<file path="config.mk">
export PLATFORM = sky130hd
export DESIGN_NAME = io_bridge
export DESIGN_NICKNAME = d
export VERILOG_FILES = /design/src/rtl/io_bridge.sv
export SDC_FILE = /design/constraint.sdc
export NUM_CORES = 1
export LEC_CHECK = 0
export CELL_PAD_IN_SITES_DETAIL_PLACEMENT = 1
export CELL_PAD_IN_SITES_GLOBAL_PLACEMENT = 2
export CORE_MARGIN = 3
export CORE_UTILIZATION = 34
export CTS_CLUSTER_SIZE = 28
export DETAILED_ROUTE_END_ITERATION = 8
export HOLD_SLACK_MARGIN = 0.06
export PLACE_DENSITY_LB_ADDON = 0.25
export SLEW_MARGIN = 10
export SYNTH_ARGS = -nofsm -noshare
export SYNTH_HDL_FRONTEND = slang
export SYNTH_SLANG_ARGS = --single-unit
export TNS_END_PERCENT = 10
</file>
<file path="constraint.sdc">
create_clock -name cpu_clk -period 11.2 [get_ports cpu_clk]
set_input_delay 1.12 -clock cpu_clk [delete_from_list [all_inputs] [get_ports cpu_clk]]
set_output_delay 1.12 -clock cpu_clk [all_outputs]
set_load 0.02 [all_outputs]
</file>
<file path="src/rtl/io_bridge.sv">
// Memory-mapped bridge between the single-cycle CPU data bus, the data RAM and the board peripherals
// (LEDs, switches, buttons, multiplexed 8-digit 7-segment display, free-running timer).
module io_bridge #(
  parameter int SCAN_DIV     = 50000,
  parameter int DEBOUNCE_CYC = 200000,
  parameter int DRAM_AW      = 14
) (
  input  logic               cpu_clk,
  input  logic               cpu_rst,
  input  logic [31:0]        bus_addr,
  input  logic               bus_we,
  input  logic [31:0]        bus_wdata,
  output logic [31:0]        bus_rdata,
  output logic [DRAM_AW-1:0] dram_addr,
  output logic               dram_we,
  output logic [31:0]        dram_wdata,
  input  logic [31:0]        dram_rdata,
  output logic [23:0]        led,
  input  logic [23:0]        sw,
  input  logic [4:0]         btn,
  output logic [7:0]         dig_en,
  output logic [7:0]         dig_seg
);

  localparam int SCW = (SCAN_DIV > 1) ? $clog2(SCAN_DIV) : 1;
  localparam int DBW = (DEBOUNCE_CYC > 1) ? $clog2(DEBOUNCE_CYC) : 1;

  localparam logic [11:0] OFS_DIG = 12'h000;
  localparam logic [11:0] OFS_TMR = 12'h020;
  localparam logic [11:0] OFS_LED = 12'h060;
  localparam logic [11:0] OFS_SW  = 12'h070;
  localparam logic [11:0] OFS_BTN = 12'h078;

  function automatic logic [7:0] hex_glyph(input logic [3:0] nib);
    logic [7:0] g;
    case (nib)
      4'h0: g = 8'hC0;  4'h1: g = 8'hF9;  4'h2: g = 8'hA4;  4'h3: g = 8'hB0;
      4'h4: g = 8'h99;  4'h5: g = 8'h92;  4'h6: g = 8'h82;  4'h7: g = 8'hF8;
      4'h8: g = 8'h80;  4'h9: g = 8'h90;  4'hA: g = 8'h88;  4'hB: g = 8'h83;
      4'hC: g = 8'hC6;  4'hD: g = 8'hA1;  4'hE: g = 8'h86;  default: g = 8'h8E;
    endcase
    return g;
  endfunction

  logic                  in_window;
  logic                  we_dig, we_tmr, we_led;
  logic [31:0]           dig, tmr;
  logic [23:0]           sw_meta, sw_sync;
  logic [4:0]            btn_meta, btn_sync, btn_db;
  logic [4:0][DBW-1:0]   db_cnt;
  logic [SCW-1:0]        scan_cnt;
  logic [2:0]            scan_idx;

  assign in_window  = (bus_addr[31:12] == 20'hFFFFF);
  assign we_dig     = bus_we && in_window && (bus_addr[11:0] == OFS_DIG);
  assign we_tmr     = bus_we && in_window && (bus_addr[11:0] == OFS_TMR);
  assign we_led     = bus_we && in_window && (bus_addr[11:0] == OFS_LED);

  assign dram_addr  = bus_addr[DRAM_AW+1:2];
  assign dram_we    = bus_we && !in_window;
  assign dram_wdata = bus_wdata;

  // Same-cycle read path: the single-cycle core cannot tolerate wait states.
  always_comb begin
    bus_rdata = dram_rdata;
    if (in_window) begin
      case (bus_addr[11:0])
        OFS_DIG: bus_rdata = dig;
        OFS_TMR: bus_rdata = tmr;
        OFS_LED: bus_rdata = {8'h00, led};
        OFS_SW:  bus_rdata = {8'h00, sw_sync};
        OFS_BTN: bus_rdata = {27'h0, btn_db};
        default: bus_rdata = 32'h0;
      endcase
    end
  end

  always_ff @(posedge cpu_clk or posedge cpu_rst) begin
    if (cpu_rst) begin
      dig <= '0;
      tmr <= '0;
      led <= '0;
    end else begin
      tmr <= we_tmr ? bus_wdata : tmr + 32'd1;
      if (we_dig) dig <= bus_wdata;
      if (we_led) led <= bus_wdata[23:0];
    end
  end

  always_ff @(posedge cpu_clk or posedge cpu_rst) begin
    if (cpu_rst) begin
      sw_meta  <= '0;
      sw_sync  <= '0;
      btn_meta <= '0;
      btn_sync <= '0;
    end else begin
      sw_meta  <= sw;
      sw_sync  <= sw_meta;
      btn_meta <= btn;
      btn_sync <= btn_meta;
    end
  end

  // The counter measures how long the synchronised level has disagreed with the accepted level.
  always_ff @(posedge cpu_clk or posedge cpu_rst) begin
    if (cpu_rst) begin
      btn_db <= '0;
      db_cnt <= '0;
    end else begin
      for (int i = 0; i < 5; i++) begin
        if (btn_sync[i] == btn_db[i]) begin
          db_cnt[i] <= '0;
        end else if (db_cnt[i] == DBW'(DEBOUNCE_CYC - 1)) begin
          btn_db[i] <= btn_sync[i];
          db_cnt[i] <= '0;
        end else begin
          db_cnt[i] <= db_cnt[i] + DBW'(1);
        end
      end
    end
  end

  always_ff @(posedge cpu_clk or posedge cpu_rst) begin
    if (cpu_rst) begin
      scan_cnt <= '0;
      scan_idx <= '0;
    end else if (scan_cnt == SCW'(SCAN_DIV - 1)) begin
      scan_cnt <= '0;
      scan_idx <= scan_idx + 3'd1;
    end else begin
      scan_cnt <= scan_cnt + SCW'(1);
    end
  end

  // Glyph follows the live DIG register, so a write shows on the current digit without restarting the scan.
  assign dig_en  = ~(8'b1 << scan_idx);
  assign dig_seg = hex_glyph(dig[{scan_idx, 2'b00} +: 4]);

endmodule

</file>
==> Word level (Yosys, flattened, before mapping) <==
Memories as Yosys holds them, arrays and structs flattened.
Index checks and enable logic that the tools add are counted.
{ "word_totals": {"output_inout_bits": 119, "inputBits": 128, "ff_bits": 260, "elab_cells": 78, "mem_count": 1, "romBits": 112} }
{ "mem_list": {"columns": ["memory", "words", "word_bits", "rd", "rd_clocked_by_memory_dff", "wr", "line_no", "rtl"], "rows": [
  ["(no name shown)", 16, 7, 1, 0, 0, "36", "case (nib)"]
]} }
{ "classes": {"n_bitwise": 6, "reduce_logical": 12, "muxes": 14, "n_eq_ne": 16, "add_sub_neg": 8, "shifts": 2} }
{ "op_table": {"columns": ["operator", "count"], "rows": [
  ["18-bit 2-to-1 mux", 10],
  ["32-bit one-hot mux with 5 select lines", 1],
  ["18-bit by 1-bit adder with 18-bit output (second input constant)", 5],
  ["18-bit == test (second input constant)", 5],
  ["32-bit 2-to-1 mux", 2],
  ["12-bit by 7-bit == test with 1-bit output (second input constant)", 3],
  ["32-bit by 1-bit adder with 32-bit output (second input constant)", 1],
  ["32-bit by 6-bit indexed part select with 4-bit output", 1],
  ["20-bit == test (second input constant)", 1],
  ["16-bit by 1-bit adder with 16-bit output (second input constant)", 1],
  ["16-bit == test (second input constant)", 1],
  ["16-bit 2-to-1 mux", 1],
  ["12-bit by 6-bit == test with 1-bit output (second input constant)", 1],
  ["12-bit logical NOT", 1],
  ["2-bit AND reduction", 5],
  ["8-bit inverter", 1],
  ["1-bit by 3-bit << shifter with 8-bit output (first input constant)", 1],
  ["1-bit == test", 5],
  ["1-bit logical AND", 5],
  ["1-bit inverter", 5],
  ["3-bit by 1-bit adder with 3-bit output (second input constant)", 1],
  ["1-bit logical NOT", 1]
]} }

==> Logic depth before layout (Yosys ltp) <==
Gate-level depths: netlist (run 1).
{ "depth": {"ltp_word": 4, "depth_mapped": 8} }

==> Worst setup path before layout (run 1) <==
OpenSTA, ideal clock, no wires.
{ "synth_timing": {"path_kind": "input port to output port", "start": "input bus_addr[9]", "end": "output bus_rdata[24]", "path_buffers": 3, "setup_slack_ns": 6.580, "path_stages": 6, "t_arrival_ns": 3.500, "cell_sequence": "or4_4 or4_4 buf_6 clkbuf_1 clkbuf_1 o41ai_1"} }
{ "synth_between": {"elab_chain_len": 3, "elab_cells_between_ends": 7, "cone_classes": "eq/ne (4); mux (2); reduce/logical (1)"} }
{ "synth_lines": {"columns": ["element", "line_no", "rtl"], "rows": [
  ["start, declared", "10", "input logic [31:0] bus_addr,"],
  ["12-bit by 7-bit == test with 1-bit output (tied with other cells)", "67", "case (bus_addr[11:0])"],
  ["32-bit one-hot mux with 5 select lines *", "67", null],
  ["32-bit 2-to-1 mux *", "66", "if (in_window) begin"],
  ["end, declared", "13", "output logic [31:0] bus_rdata,"]
]} }
Mark *: on every way between the ends. The rest lies on a longest branch, timed or not.

==> Final worst setup path (run 1) <==
{ "layout_timing": {"start": "input bus_addr[9]", "end": "output bus_rdata[1]"} }
The elaborated chain is that of the path after synthesis.

==> results of run 1 <==
## worst paths after layout
check                           depth (start not counted)            to  slack, ns
worst min-delay path                                    0    sw_sync[8]       0.33
worst min register to register                          0    sw_sync[8]       0.33
worst max-delay path                                    7  bus_rdata[1]       5.81
worst max register to register                          6       tmr[28]       8.71
min in group asynchronous                               2   btn_sync[4]       1.13
max in group asynchronous                               3   sw_sync[17]       8.60
## registers in the layout, summed over array words and instances, names as in the netlist
register / count
db_cnt: 90
dig: 32
tmr: 32
led: 24
sw_meta: 24
sw_sync: 24
scan_cnt: 16
btn_db: 5
btn_meta: 5
btn_sync: 5
scan_idx: 3
## power groups by stage
stage          combinational, mW  sequential, mW  clock (mW)
3_5_place_dp               0.162           0.980           0
3_3_place_gp               0.160           0.979           0
4_1_cts                    0.163           0.963        1.05
2_1_floorplan             0.0767           0.978           0
5_1_grt                    0.171           0.964        1.09
6_report                   0.159           0.963        1.02
## critical path, stage by stage
cell and delay (ns):
clkdlybuf4s50_1 0.42, or4_4 0.60, or4_4 0.71, nor2_1 0.37, a222oi_1 0.18, o21ai_0 0.21, clkdlybuf4s50_1 0.64
## layer usage
metal,wire length (µm),vias up
met5,0,-
met4,621,0
met3,1636,43
met2,17480,199
met1,17870,4917
li1,-,4604
## logic make-up after synthesis
family                   Yosys count  synth area share
other                              1         0.0002858
AO/OA/AOI/OAI                    119           0.05997
XOR/XNOR                         130           0.08677
flip-flops                       260            0.4958
buffers and inverters            130           0.05463
AND/OR/NAND/NOR                  444            0.1667
multiplexers                     129            0.1178
adder cells (fa/ha/maj)           19           0.01812
## area by class of cell
type	count	area, µm²
Clock inverter	9	145.1
Tap cell	511	639.4
Inverter	26	105.1
Sequential cell	260	6506
Clock buffer	45	888.4
Timing Repair Buffer	256	2525
Multi-Input combinational cell	842	5917
Fill cell	4187	21120
## cells in the final DEF (no fill, tap or decap), types with 30 or more instances in the layout
master / instances
xor2_1: 64
clkbuf_16: 31
o21ai_0: 30
a21oi_1: 32
nand2_1: 89
nand3_1: 49
clkdlybuf4s50_1: 243
mux2i_1: 31
nor3_1: 31
nor2_1: 160
xnor2_1: 66
nand4_1: 31
mux2_2: 72
dfrtp_1: 260
## through the flow
step           std cells  instance area (µm²)  setup slack, ns  power, mW
6_report            1949                16730            5.815      2.140
5_1_grt             1949                16730            5.635      2.229
4_1_cts             1949                16730            5.834      2.180
3_5_place_dp        1895                15690            5.846      1.142
3_3_place_gp        1895                15690            5.910      1.140
2_1_floorplan       1232                13120            2.925      1.054
==> summary.txt, run 1 <==
Yosys
  • Synth Warn #: 0
  • Seq/Total Area, Yosys: 0.4958
  • Most numerous cell in the Yosys netlist: dfrtp_1
  • Synth area leaders: dfrtp_1, mux2_2, nor2_1
  • Synth async-reset ratio: 1.000
  • Post-synth top cells: dfrtp_1, nor2_1, nand2_1
  • Syn Inst Count: 1,232
  • Post-Syn Area: 13,120 µm²
  • FF+latch count, synth: 260
  • Main synth FF type: dfrtp_1
  • EDFF count, synth: 0
  • Unique cell type count in the Yosys netlist: 52
  • Mean post-synth cell area: 10.65 µm²
  • Top cell type's share of synthesized area: 0.4958
  • Area leader, netlist: dfrtp_1
  • Synth Net Count: 1,379

Min path
  • HP Class: register to register
  • Hold path start: sw_meta[8]

Power and ir drop
  • Sequential cell fraction of total power: 0.450
  • Pleak: 7.117 nW
  • Net Switching: 0.4736 mW
  • Clk pwr share: 0.476
  • Combinational power share: 0.074
  • Pwr/cell area: 128.0 nW/µm²
  • Sw Share: 0.2213
  • Pint: 1.666 mW
  • VDD IR-drop max: 0.1215 mV

Floorplan
  • Core footprint: 37,840 µm²
  • Die ar.: 40,990 µm²
  • Starting Density: 0.3468
  • Die Ht: 202.5 µm
  • Row count: 71
  • I/O pin total: 247
  • Die Span X: 202.5 µm

Place
  • IO buf count: 245
  • RePlAce Congestion: 0.7865
  • DP Wirelength: 27.19 mm

Timing
  • Final setup violating endpoints: 0
  • Clock Skews: 0.02009 ns
  • Pins Over Slew Limit: 0
  • Worst hold slack: 0.3335 ns
  • Min Tclk post-route: 5.385 ns
  • Fin crit share: 0.4808
  • Measured slew at the worst slew-check pin: 1.133 ns
  • F_max: 185.7 MHz
  • RSZ-0062 raised after global routing: false
  • TNS Setup: 0 ns
  • Slew headroom: 0.2388
  • Final Hold Violating Endpoints: 0

Layout
  • Area growth syn-to-layout: 27.46%
  • Final Util: 0.4420
  • Nets: 1,563
  • N_diodes: 0
  • Layout cells sized above 1: 0.1182

Drt
  • Routed WL per cell: 19.30 µm
  • Number of DRC markers in iteration 0: 526
  • Routed WL: 37.61 mm
  • Via Count: 9,763
  • Drt drc: 0
  • Antenna-violating nets left: 0
  • Drt pass-1 iters: 5
  • Via density: 5.009

Clocking
  • Postcts setup bufs: 0
  • Clock latency on the worst-skew pair: 0.55 ns
  • CTS sink cnt: 260
  • CTS Root Cell: clkbuf_16
  • CTS resizes: 0
  • Cts bufs inserted: 30
  • Clk slew on worst S/H paths: 0.06 ns
  • CTS max path bufs: 3
  • CTS tree: yes
  • H-tree depth: 1
  • Post-CTS Hold Fix Bufs: 0

Status
  • Status: completed

Global routing
  • First-pass GRT wire length: 59.32 mm
  • Largest net degree at the start of global routing: 138
  • M3 GR Usage: 0.02421
  • M1 GR Usage: 0.2580
  • Vias in the first global route: 10,450
  • Initial antenna violation count: 2
  • Grt total ovfl: 0
  • Total GRT Usage: 0.1803
  • M2 GR Usage: 0.2955
  • Busiest grt layer: met2

Critical path
  • CP startpoint: bus_addr[9]
  • Startpoint Class: primary input
  • R2r startpoint: tmr[0]
  • Crit. End Element: output port
  • Worst EP required: 10.08 ns
  • Crit Path Class: primary input to output port
  • Crit path DAT: 4.27 ns
  • Worst-path maximum fanout: 33

Flow run
  • Max Cap Viol: 0
No activity file was read; power rests on OpenSTA's default activity.
==> inputs of run 2 (changes only) <==
--- a/config.mk
+++ b/config.mk
@@ -8,7 +8,7 @@
 export CELL_PAD_IN_SITES_DETAIL_PLACEMENT = 1
 export CELL_PAD_IN_SITES_GLOBAL_PLACEMENT = 2
 export CORE_MARGIN = 3
-export CORE_UTILIZATION = 34
+export CORE_UTILIZATION = 30
 export CTS_CLUSTER_SIZE = 28
 export DETAILED_ROUTE_END_ITERATION = 8
 export HOLD_SLACK_MARGIN = 0.06
==> constraint.sdc (replaced) <==
create_clock -name cpu_clk -period 4.8 [get_ports cpu_clk]
set_input_delay 0.48 -clock cpu_clk [delete_from_list [all_inputs] [get_ports cpu_clk]]
set_output_delay 0.48 -clock cpu_clk [all_outputs]
set_load 0.02 [all_outputs]
==> run 2 against run 1 <==
  * Utilization down 4.4 points
  * Register-to-register slack lost 6.4 ns
  * Critical path depth is the same
  * Global-route usage down 1.1 points
  * Setup slack worse by 5.1 ns
  * Via count hardly changed
  * Power up 140%
  * Critical endpoint unchanged
  * Largest power group unchanged
==> summary.txt, run 2 (same netlist as run 1, synthesis figures left out) <==
Status
  • Status: completed (unchanged)

Place
  • # placed instances: 1,965 (was 1,895)
  • RePlAce Congestion: 0.7805 (was 0.7865)
  • Area after DPL: 15,820 µm² (was 15,690 µm²)
  • DP Wirelength: 29.20 mm (was 27.19 mm)
  • IO buf count: 245 (unchanged)

Critical path
  • Critical Path Max Stage Delay: 0.68 ns (was 0.71 ns)
  • Worst EP required: 4.32 ns (was 10.08 ns)
  • Worst-path maximum fanout: 33 (unchanged)
  • Crit path DAT: 3.59 ns (was 4.27 ns)
  • Crit Path Class: primary input to output port (unchanged)
  • Startpoint Class: primary input (unchanged)
  • Crit. End Element: output port (unchanged)
  • CP max-delay cell: or4_1 (was or4_4)
  • Family with the most delay on the worst path: simple AND/OR/NAND/NOR gates (unchanged)
  • Crit path buf inv count: 2 (unchanged)
  • Reg2reg setup slack: 2.32 ns (was 8.71 ns)
  • Cell mode on critical path: clkdlybuf4s50_1
  • Critical Path, Cell by Cell: clkdlybuf4s50_1 > or4_1 > or4_4 > nor2_1 > a222oi_1 > o21ai_0 > clkdlybuf4s50_1 (was clkdlybuf4s50_1 > or4_4 > or4_4 > nor2_1 > a222oi_1 > o21ai_0 > clkdlybuf4s50_1)

Clocking
  • CTS tree: yes (unchanged)
  • CTS max path bufs: 3 (unchanged)
  • CTS sink cnt: 260 (unchanged)
  • Cts bufs inserted: 31 (was 30)
  • Postcts setup bufs: 0 (unchanged)
  • CTS Root Cell: clkbuf_16 (unchanged)
  • H-tree depth: 1 (unchanged)
  • Clk slew on worst S/H paths: 0.06 ns (about the same)
  • Clock latency on the worst-skew pair: 0.58 ns (was 0.55 ns)
  • Post-CTS Hold Fix Bufs: 0 (unchanged)
  • CTS resizes: 0 (unchanged)

Power and ir drop
  • Sw Share: 0.2293 (was 0.2213)
  • Pwr/cell area: 305.3 nW/µm² (was 128.0 nW/µm²)
  • Combinational power share: 0.072 (was 0.074)
  • Sequential cell fraction of total power: 0.435 (was 0.450)
  • Pleak: 7.188 nW (was 7.117 nW)
  • Clk pwr share: 0.493 (was 0.476)
  • Net Switching: 1.186 mW (was 0.4736 mW)
  • VDD IR-drop max: 0.2555 mV (was 0.1215 mV)
  • Pint: 3.988 mW (was 1.666 mW)

Timing
  • Clock Skews: 0.01554 ns (was 0.02009 ns)
  • TNS Setup: 0 ns (unchanged)
  • Fin crit share: 0.8480
  • Final setup violating endpoints: 0 (unchanged)
  • Min Tclk post-route: 4.070 ns
  • Slew headroom: 0.2106 (was 0.2388)
  • Final Hold Violating Endpoints: 0 (unchanged)
  • F_max: 245.7 MHz
  • Measured slew at the worst slew-check pin: 1.184 ns (was 1.133 ns)
  • Pins Over Slew Limit: 0 (unchanged)
  • RSZ-0062 raised after global routing: false (unchanged)

Floorplan
  • Die Ht: 215.1 µm (was 202.5 µm)
  • Die Span X: 215.1 µm (was 202.5 µm)
  • Starting Density: 0.3080 (was 0.3468)
  • Die ar.: 46,290 µm² (was 40,990 µm²)
  • Core footprint: 42,600 µm² (was 37,840 µm²)
  • Row count: 75 (was 71)
  • I/O pin total: 247 (unchanged)

Drt
  • Drt pass-1 iters: 4 (was 5)
  • Routed WL per cell: 19.74 µm (was 19.30 µm)
  • Via density: 4.828 (was 5.009)
  • Via Count: 9,767 (was 9,763)
  • Antenna-violating nets left: 0 (unchanged)
  • Routed WL: 39.93 mm (was 37.61 mm)
  • Number of DRC markers in iteration 0: 414 (was 526)
  • Drt drc: 0 (unchanged)

Layout
  • Finished layout cell area: 16,950 µm² (was 16,730 µm²)
  • Most common cell after layout, fill and taps aside: dfrtp_1 (unchanged)
  • Max FFs per register: 90 (unchanged)
  • Final Util: 0.3977 (was 0.4420)
  • Fillers: 4,731 (was 4,187)
  • Most frequent cells in the layout: dfrtp_1, clkdlybuf4s50_1, nor2_1, nand2_1, mux2_2 (unchanged)
  • Fin cells: 2,023 (was 1,949)
  • Top reg by flops: db_cnt (unchanged)
  • Area growth syn-to-layout: 29.13% (was 27.46%)
  • Layout cells sized above 1: 0.1286 (was 0.1182)
  • N_diodes: 0 (unchanged)
  • Nets: 1,568 (was 1,563)
  • Largest registers: db_cnt: 90 flops, dig: 32 flops, tmr: 32 flops (unchanged)

Global routing
  • Largest net degree at the start of global routing: 178 (was 138)
  • Initial antenna violation count: 0 (was 2)
  • Vias in the first global route: 10,350 (was 10,450)
  • Total GRT Usage: 0.1698 (was 0.1803)
  • First-pass GRT wire length: 62.91 mm (was 59.32 mm)
  • Grt total ovfl: 0 (unchanged)

Flow run
  • Max Cap Viol: 0 (unchanged)

Min path
  • HP Class: primary input to asynchronous set/reset pin (was register to register)
## run 2: worst reg2reg max path: stages (launching register included)
cell and delay (ns):
dfrtp_1 0.41, ha_1 0.21, nand3_1 0.27, or4_1 0.78
nor4_1 0.42, xnor2_1 0.18, a21oi_1 0.09
## run 2: per-layer routing
metal  share of wire  GRT usage  vias up
li1                -          -     4601
met1            0.48     0.2391     4970
met2            0.47     0.2809      166
met3           0.039    0.02514       30
met4           0.012    0.03128        0
met5               0          0        -
## run 2: worst paths after layout
check,cells past startpoint,end,startpoint
min in group cpu_clk,1,sw_meta[19],sw[19]
worst min register to register,0,btn_sync[2],btn_meta[2]
worst max-delay path,7,bus_rdata[1],bus_addr[1]
max in group asynchronous,3,sw_sync[22],cpu_rst
worst max register to register,6,tmr[28],tmr[0]
worst min-delay path,2,sw_meta[4],cpu_rst
## run 2: power groups by stage
| stage | Sequential, mW | Combinational [mW] | Clock, mW |
|---|---|---|---|
| after floorplan | 2.28 | 0.179 | 0 |
| after global placement | 2.29 | 0.382 | 0 |
| after detailed placement | 2.29 | 0.385 | 0 |
| after CTS | 2.25 | 0.387 | 2.64 |
| after global routing | 2.25 | 0.407 | 2.73 |
| final | 2.25 | 0.375 | 2.55 |
## run 2: per-stage QoR
stage                     worst slack (ns)  hold WS (ns)  power, mW
final                               0.7298        0.1982      5.174
after global routing                0.5196        0.2067      5.390
after CTS                           0.6888        0.1726      5.271
after detailed placement            0.7026        0.3356      2.674
after global placement              0.7396        0.3348      2.670
after floorplan                     0.8924        0.3312      2.461
## run 2: area by class of cell
class | count | area, µm² | area share
Sequential cell | 260 | 6506 | 0.3840
Multi-Input combinational cell | 842 | 5919 | 0.3493
Timing Repair Buffer | 260 | 2567 | 0.1515
Clock buffer | 44 | 944.7 | 0.05575
Tap cell | 577 | 721.9 | 0.04261
Clock inverter | 14 | 183.9 | 0.01085
Inverter | 26 | 101.3 | 0.005981
